File: config.mk
export PLATFORM = sky130hd
export DESIGN_NAME = multicycle_controller
export DESIGN_NICKNAME = d
export VERILOG_FILES = /design/src/rtl/multicycle_controller.sv
export SDC_FILE = /design/constraint.sdc
export NUM_CORES = 1
export LEC_CHECK = 0
export CAP_MARGIN = 0
export CELL_PAD_IN_SITES_DETAIL_PLACEMENT = 1
export CELL_PAD_IN_SITES_GLOBAL_PLACEMENT = 1
export CORE_ASPECT_RATIO = 0.6
export CORE_MARGIN = 10
export CORE_UTILIZATION = 29
export DETAILED_ROUTE_END_ITERATION = 16
export GPL_TIMING_DRIVEN = 1
export PLACE_DENSITY_LB_ADDON = 0.1
export RECOVER_POWER = 100
export SLEW_MARGIN = 10
export SYNTH_ARGS = -nofsm -noshare
export SYNTH_HDL_FRONTEND = slang
export SYNTH_SLANG_ARGS = --single-unit
File: constraint.sdc
create_clock -name clk -period 2.4 [get_ports clk]
set_input_delay 0.24 -clock clk [delete_from_list [all_inputs] [get_ports clk]]
set_output_delay 0.24 -clock clk [all_outputs]
set_load 0.02 [all_outputs]
File: src/rtl/multicycle_controller.sv
// Multicycle RV32I control FSM: shared-memory handshake, ALU decode and sticky illegal-opcode trap.
// Optional retire counter is built when CTRL_RETIRE_CNT_EN is defined.
module multicycle_controller #(
    parameter int unsigned ALU_CTRL_W = 3,
    parameter int unsigned CNT_W      = 32
) (
    input  logic                  clk,
    input  logic                  rst_n,
    input  logic [6:0]            opcode,
    input  logic [2:0]            funct3,
    input  logic                  funct7_5,
    input  logic                  Zero,
    input  logic                  mem_ready,
    output logic                  MemReq,
    output logic                  MemWrite,
    output logic                  AdrSrc,
    output logic                  IRWrite,
    output logic                  PCWrite,
    output logic                  RegWrite,
    output logic [1:0]            ALUSrcA,
    output logic [1:0]            ALUSrcB,
    output logic [1:0]            ResultSrc,
    output logic [1:0]            ImmSrc,
    output logic [ALU_CTRL_W-1:0] ALUControl,
    output logic                  illegal
`ifdef CTRL_RETIRE_CNT_EN
    ,
    output logic [CNT_W-1:0]      retire_cnt
`endif
);

    localparam logic [6:0] OP_LOAD   = 7'b0000011;
    localparam logic [6:0] OP_STORE  = 7'b0100011;
    localparam logic [6:0] OP_RTYPE  = 7'b0110011;
    localparam logic [6:0] OP_ITYPE  = 7'b0010011;
    localparam logic [6:0] OP_JAL    = 7'b1101111;
    localparam logic [6:0] OP_BRANCH = 7'b1100011;

    localparam logic [3:0] ALU_ADD  = 4'd0;
    localparam logic [3:0] ALU_SUB  = 4'd1;
    localparam logic [3:0] ALU_AND  = 4'd2;
    localparam logic [3:0] ALU_OR   = 4'd3;
    localparam logic [3:0] ALU_XOR  = 4'd4;
    localparam logic [3:0] ALU_SLT  = 4'd5;
    localparam logic [3:0] ALU_SLL  = 4'd6;
    localparam logic [3:0] ALU_SRL  = 4'd7;
    localparam logic [3:0] ALU_SRA  = 4'd8;
    localparam logic [3:0] ALU_SLTU = 4'd9;

    localparam bit WIDE_ALU = (ALU_CTRL_W == 4);

    if (ALU_CTRL_W != 3 && ALU_CTRL_W != 4) begin : g_bad_alu_w
        $error("multicycle_controller: ALU_CTRL_W must be 3 or 4");
    end
    if (CNT_W == 0) begin : g_bad_cnt_w
        $error("multicycle_controller: CNT_W must be at least 1");
    end

    typedef enum logic [3:0] {
        S_FETCH, S_DECODE, S_MEMADR, S_MEMREAD, S_MEMWB, S_MEMWRITE,
        S_EXECUTER, S_EXECUTEI, S_ALUWB, S_JAL, S_BEQ, S_TRAP
    } state_e;

    state_e     state_q, state_d;
    logic       illegal_q, illegal_d;
    logic       mem_req, mem_wr, adr_src, ir_wr, pc_wr, reg_wr;
    logic [1:0] src_a, src_b, res_src, alu_op, imm_src;
    logic [3:0] alu_full;

    // State and sticky trap flag
    always_ff @(posedge clk or negedge rst_n) begin
        if (!rst_n) begin
            state_q   <= S_FETCH;
            illegal_q <= 1'b0;
        end else begin
            state_q   <= state_d;
            illegal_q <= illegal_d;
        end
    end

    assign illegal_d = illegal_q | (state_d == S_TRAP);

    // Next state and per-state datapath controls
    always_comb begin
        state_d = state_q;
        mem_req = 1'b0;
        mem_wr  = 1'b0;
        adr_src = 1'b0;
        ir_wr   = 1'b0;
        pc_wr   = 1'b0;
        reg_wr  = 1'b0;
        src_a   = 2'b00;
        src_b   = 2'b00;
        res_src = 2'b00;
        alu_op  = 2'b00;
        case (state_q)
            S_FETCH: begin
                mem_req = 1'b1;
                src_b   = 2'b10;
                res_src = 2'b10;
                if (mem_ready) begin
                    ir_wr   = 1'b1;
                    pc_wr   = 1'b1;
                    state_d = S_DECODE;
                end
            end
            S_DECODE: begin
                src_a = 2'b01;
                src_b = 2'b01;
                case (opcode)
                    OP_LOAD, OP_STORE: state_d = S_MEMADR;
                    OP_RTYPE:          state_d = S_EXECUTER;
                    OP_ITYPE:          state_d = S_EXECUTEI;
                    OP_JAL:            state_d = S_JAL;
                    OP_BRANCH:         state_d = S_BEQ;
                    default:           state_d = S_TRAP;
                endcase
            end
            S_MEMADR: begin
                src_a   = 2'b10;
                src_b   = 2'b01;
                state_d = opcode[5] ? S_MEMWRITE : S_MEMREAD;
            end
            S_MEMREAD: begin
                mem_req = 1'b1;
                adr_src = 1'b1;
                if (mem_ready) state_d = S_MEMWB;
            end
            S_MEMWB: begin
                res_src = 2'b01;
                reg_wr  = 1'b1;
                state_d = S_FETCH;
            end
            S_MEMWRITE: begin
                mem_req = 1'b1;
                mem_wr  = 1'b1;
                adr_src = 1'b1;
                if (mem_ready) state_d = S_FETCH;
            end
            S_EXECUTER: begin
                src_a   = 2'b10;
                alu_op  = 2'b10;
                state_d = S_ALUWB;
            end
            S_EXECUTEI: begin
                src_a   = 2'b10;
                src_b   = 2'b01;
                alu_op  = 2'b10;
                state_d = S_ALUWB;
            end
            S_ALUWB: begin
                reg_wr  = 1'b1;
                state_d = S_FETCH;
            end
            S_JAL: begin
                src_a   = 2'b01;
                src_b   = 2'b10;
                pc_wr   = 1'b1;
                state_d = S_ALUWB;
            end
            S_BEQ: begin
                src_a   = 2'b10;
                alu_op  = 2'b01;
                pc_wr   = Zero;
                state_d = S_FETCH;
            end
            S_TRAP: state_d = S_TRAP;
            default: state_d = S_FETCH;
        endcase
    end

    // Immediate format straight from the instruction register opcode
    always_comb begin
        imm_src = 2'b00;
        case (opcode)
            OP_STORE:  imm_src = 2'b01;
            OP_BRANCH: imm_src = 2'b10;
            OP_JAL:    imm_src = 2'b11;
            default:   imm_src = 2'b00;
        endcase
    end

    // ALU decode; the narrow build falls back to add for ops it cannot encode
    always_comb begin
        alu_full = ALU_ADD;
        case (alu_op)
            2'b01: alu_full = ALU_SUB;
            2'b10: begin
                case (funct3)
                    3'b000: alu_full = (opcode[5] && funct7_5) ? ALU_SUB : ALU_ADD;
                    3'b010: alu_full = ALU_SLT;
                    3'b110: alu_full = ALU_OR;
                    3'b111: alu_full = ALU_AND;
                    3'b100: alu_full = WIDE_ALU ? ALU_XOR : ALU_ADD;
                    3'b001: alu_full = WIDE_ALU ? ALU_SLL : ALU_ADD;
                    3'b101: alu_full = WIDE_ALU ? (funct7_5 ? ALU_SRA : ALU_SRL) : ALU_ADD;
                    3'b011: alu_full = WIDE_ALU ? ALU_SLTU : ALU_ADD;
                endcase
            end
            default: alu_full = ALU_ADD;
        endcase
    end

    // Everything is forced low while reset is held, even though the state sits in FETCH
    assign MemReq     = rst_n & mem_req;
    assign MemWrite   = rst_n & mem_wr;
    assign AdrSrc     = rst_n & adr_src;
    assign IRWrite    = rst_n & ir_wr;
    assign PCWrite    = rst_n & pc_wr;
    assign RegWrite   = rst_n & reg_wr;
    assign ALUSrcA    = rst_n ? src_a   : 2'b00;
    assign ALUSrcB    = rst_n ? src_b   : 2'b00;
    assign ResultSrc  = rst_n ? res_src : 2'b00;
    assign ImmSrc     = rst_n ? imm_src : 2'b00;
    assign ALUControl = rst_n ? ALU_CTRL_W'(alu_full) : '0;
    assign illegal    = illegal_q;

`ifdef CTRL_RETIRE_CNT_EN
    logic [CNT_W-1:0] retire_q;
    logic             retire_c;

    // An instruction retires on the edge that returns the FSM to FETCH
    assign retire_c = (state_d == S_FETCH) &&
                      (state_q == S_MEMWB || state_q == S_MEMWRITE ||
                       state_q == S_ALUWB || state_q == S_BEQ);

    always_ff @(posedge clk or negedge rst_n) begin
        if (!rst_n) begin
            retire_q <= '0;
        end else if (retire_c) begin
            retire_q <= retire_q + CNT_W'(1);
        end
    end

    assign retire_cnt = retire_q;
`endif

endmodule

==> results.py <==
metrics = {
    "run_status": {
        "outcome": "finished clean",
    },
    "logic_synthesis": {
        "synth-simple-area-share_pct": 42.01,
        "synth-xor-area-share_pct": 4.613,
        "synthArstFlopShare_pct": 100.0,
        "yosys-mux-area-fraction_pct": 1.318,
        "synthTopCellsByArea": "dfrtp_1 (16%), nand2b_1 (4.9%), inv_1 (3.5%), nand2_1 (3.5%), a311oi_1 (3.5%)",
        "yosys.area.top_type_share_pct": 16.47,
        "synthTopCellsByCount": "inv_1 (7), nand2_1 (7), nand2b_1 (6)",
        "synth_nets": 115,
        "synth-compound-area-share_pct": 21.91,
        "synth_top_area_cell": "dfrtp_1",
        "avgSynthCellArea_sq_um": 7.750,
        "yosys_warnings": 0,
        "synthDistinctLibCells": 42,
        "synth-seq-cells": 5,
        "synth_ff_type": "dfrtp_1",
        "synth_top_family_by_area": "simple AND/OR/NAND/NOR gates",
        "synthAdderAreaFrac_pct": 3.295,
        "syn_area_sq_um": 759.5,
        "synth_edf_count": 0,
        "seq_area_frac_synth_pct": 16.47,
        "synth_cells": 98,
    },
    "hold_path": {
        "hold_class": "primary input to asynchronous set/reset pin",
    },
    "sta": {
        "finalHoldViolations": 0,
        "max_slew_margin_pct": 61.50,
        "fmax_mhz": 437.4,
        "fin_skew_ns": 0.0002463,
        "fin_crit_ns": 2.286,
        "tightest_slew_ns": 0.5695,
        "rsz0062_at_grt": "false",
        "setup_viol": 0,
        "drv_slew": 0,
        "timing.final.crit_share_pct": 95.26,
    },
    "detailed_routing": {
        "post-route-drc-count": 0,
        "drt_iter0_drc": 39,
        "drt-pass1-iter-count": 4,
        "dr_total_vias": 934,
        "routedWlPerCell_microns": 17.02,
        "ant_nets": 0,
        "drt-vias-per-instance": 5.430,
        "drt-total-wl_microns": 2927,
    },
    "pwr": {
        "p_per_area_nw_per_um2": 945.1,
        "ir_drop_mv": 0.2303,
        "p_leak_uw": 0.0005347,
    },
    "grt": {
        "grt_pass1_wl_microns": 4747,
        "grtUsageTotal_pct": 11.23,
        "grt_max_degree": 19,
        "grt_pass1_vias": 955,
        "overflow": 0,
        "antenna_found_initial": 0,
    },
    "layout": {
        "final_util_pct": 47.35,
        "drive_above_1_share_pct": 17.14,
        "multi_input_area_sq_um": 546.8,
        "antenna_cells": 0,
        "nFillCells": 312,
        "fin_area_sq_um": 1186,
        "seq_area_sq_um": 125.1,
        "synthToLayoutAreaGrowth_pct": 56.18,
        "nets": 158,
    },
    "critical_path": {
        "max_stage_delay_ns": 0.69,
        "crit_required_ns": 2.16,
        "reg2regPathDepth": 5,
        "reg2reg_slack_ns": 0.49,
        "worst_setup_path_end_kind": "primary output",
        "crit_family": "buffers and inverters",
        "critical_path.cell_chain": "dlygate4sd3_1, buf_4, buf_4, and4_1, dlygate4sd3_1",
        "crit_buf_inv": 4,
        "arrival_ns": 2.05,
        "r2r-start": "state_q[2]",
        "crit_slowest_cell": "dlygate4sd3_1",
        "critPathLaunchType": "primary input",
        "critPathMaxFanout": 10,
        "reg2reg_to": "illegal",
        "criticalPathCategory": "primary input to primary output",
    },
    "clock_tree": {
        "insertion_delay_ns": 0.22,
        "clkTransAtPathRegs_ns": 0.04,
        "cts_tree": "done",
        "clock_path_buffers": 2,
        "cts-root-buf": "clkbuf_8",
        "post-cts-setup-buffer-count": 0,
        "cts_num_sinks": 5,
        "cts_hold_buf": 0,
        "cts_max_level": 1,
        "cts_made_buffers": 3,
    },
    "floorplanning": {
        "initial_core_util_pct": 30.32,
        "core_area_sq_um": 2505,
        "die_x_microns": 86.07,
        "die_y_microns": 59.64,
        "boundaryPins": 33,
        "dieArea_sq_um": 5133,
        "fp-row-count": 14,
    },
    "placed_design": {
        "dp_hpwl_microns": 2308,
        "globalplace.congestion": 0.7974,
        "portBuffers": 32,
        "dpl_cell_area_sq_um": 1172,
    },
    "flow_run": {
        "max_cap_violations": 0,
    },
}
## registers in the layout, summed over array words and instances (netlist names)
signal and cells:
state_q 4, illegal 1
## worst register-to-register path: stages, from the launching register on
cell	delay, ns
dfrtp_1	0.36
buf_4	0.20
nor4b_1	0.56
o31a_2	0.30
a22oi_1	0.12
a311oi_2	0.27
## how the worst max path moves through the flow
stage               slack (ns)  depth (start not counted)            end        from
finish                    0.11                          5         AdrSrc       rst_n
global route              0.02                          5      ImmSrc[0]   opcode[2]
detailed placement       -0.03                          5         MemReq       rst_n
floorplan                 0.01                          7  ALUControl[2]  state_q[3]
CTS                      0.006                          6        PCWrite  state_q[0]
global placement          0.01                          8  ALUControl[2]  state_q[2]
## layout make-up
cell class | count | area share (%)
clock buffers | 4 | 3.797
inverters | 7 | 2.215
multi-input cells | 78 | 46.10
flip-flops and latches | 5 | 10.55
well taps | 32 | 3.376
repair buffers | 46 | 33.97
## through the flow
step           TNS (ns)  cells  total power (uW)  hold WS (ns)  setup slack, ns
6_report              0    172              1121        0.5818           0.1138
3_3_place_gp          0    168             988.9        0.5786          0.01268
2_1_floorplan         0     98             713.8      -0.05559          0.01157
5_1_grt               0    172              1220        0.6150          0.02420
3_5_place_dp   -0.04783    168              1015        0.5924         -0.03430
4_1_cts               0    172              1169        0.5146         0.005973
## layer usage
layer | vias up | wire length [microns] | GRT usage (%)
met3 | 4 | 236 | 5.082
met2 | 32 | 1305 | 17.42
met1 | 448 | 1353 | 13.89
met4 | 0 | 31 | 2.570
met5 | - | 0 | 0
li1 | 450 | - | -
## cell families after synthesis
logic type,count (synthesis)
AOI/OAI and AO/OA,22
and+or+nand+nor,49
adders and majority gates,2
muxes,1
DFF,5
buffers and inverters,15
xor gates and xnor gates,4
## cells in the final DEF, fill, tap and decap left out, types with 2 or more instances in the layout
cell	n
nor4b_1	2
buf_4	13
clkdlybuf4s50_1	14
o21ai_0	3
nand3_1	5
nor3b_1	2
o21a_1	2
nor2b_1	2
a31oi_1	2
inv_1	7
clkbuf_8	3
nor4_1	2
dlygate4sd3_1	10
nand2b_1	6
and4_1	3
clkbuf_1	3
and3_1	2
nor3_1	5
a311oi_1	3
nor2_1	5
nand2_1	7
xor2_1	3
a21oi_1	3
ha_1	2
dlygate4sd2_1	6
dfrtp_1	5
and3b_1	2
## timing repair
item,4_1_cts,5_1_grt
cloned,0,0
gates resized for setup,7,5
endpoints found under the setup margin,7,2
## report_power, final
part	internal, uW	leakage [uW]	switching (uW)	total (uW)
clock	114	0.0000228	45.7	160
sequential	120	0.0000633	19.0	139
combinational	359	0.000449	463	822
(Power assumes the default switching activity.)
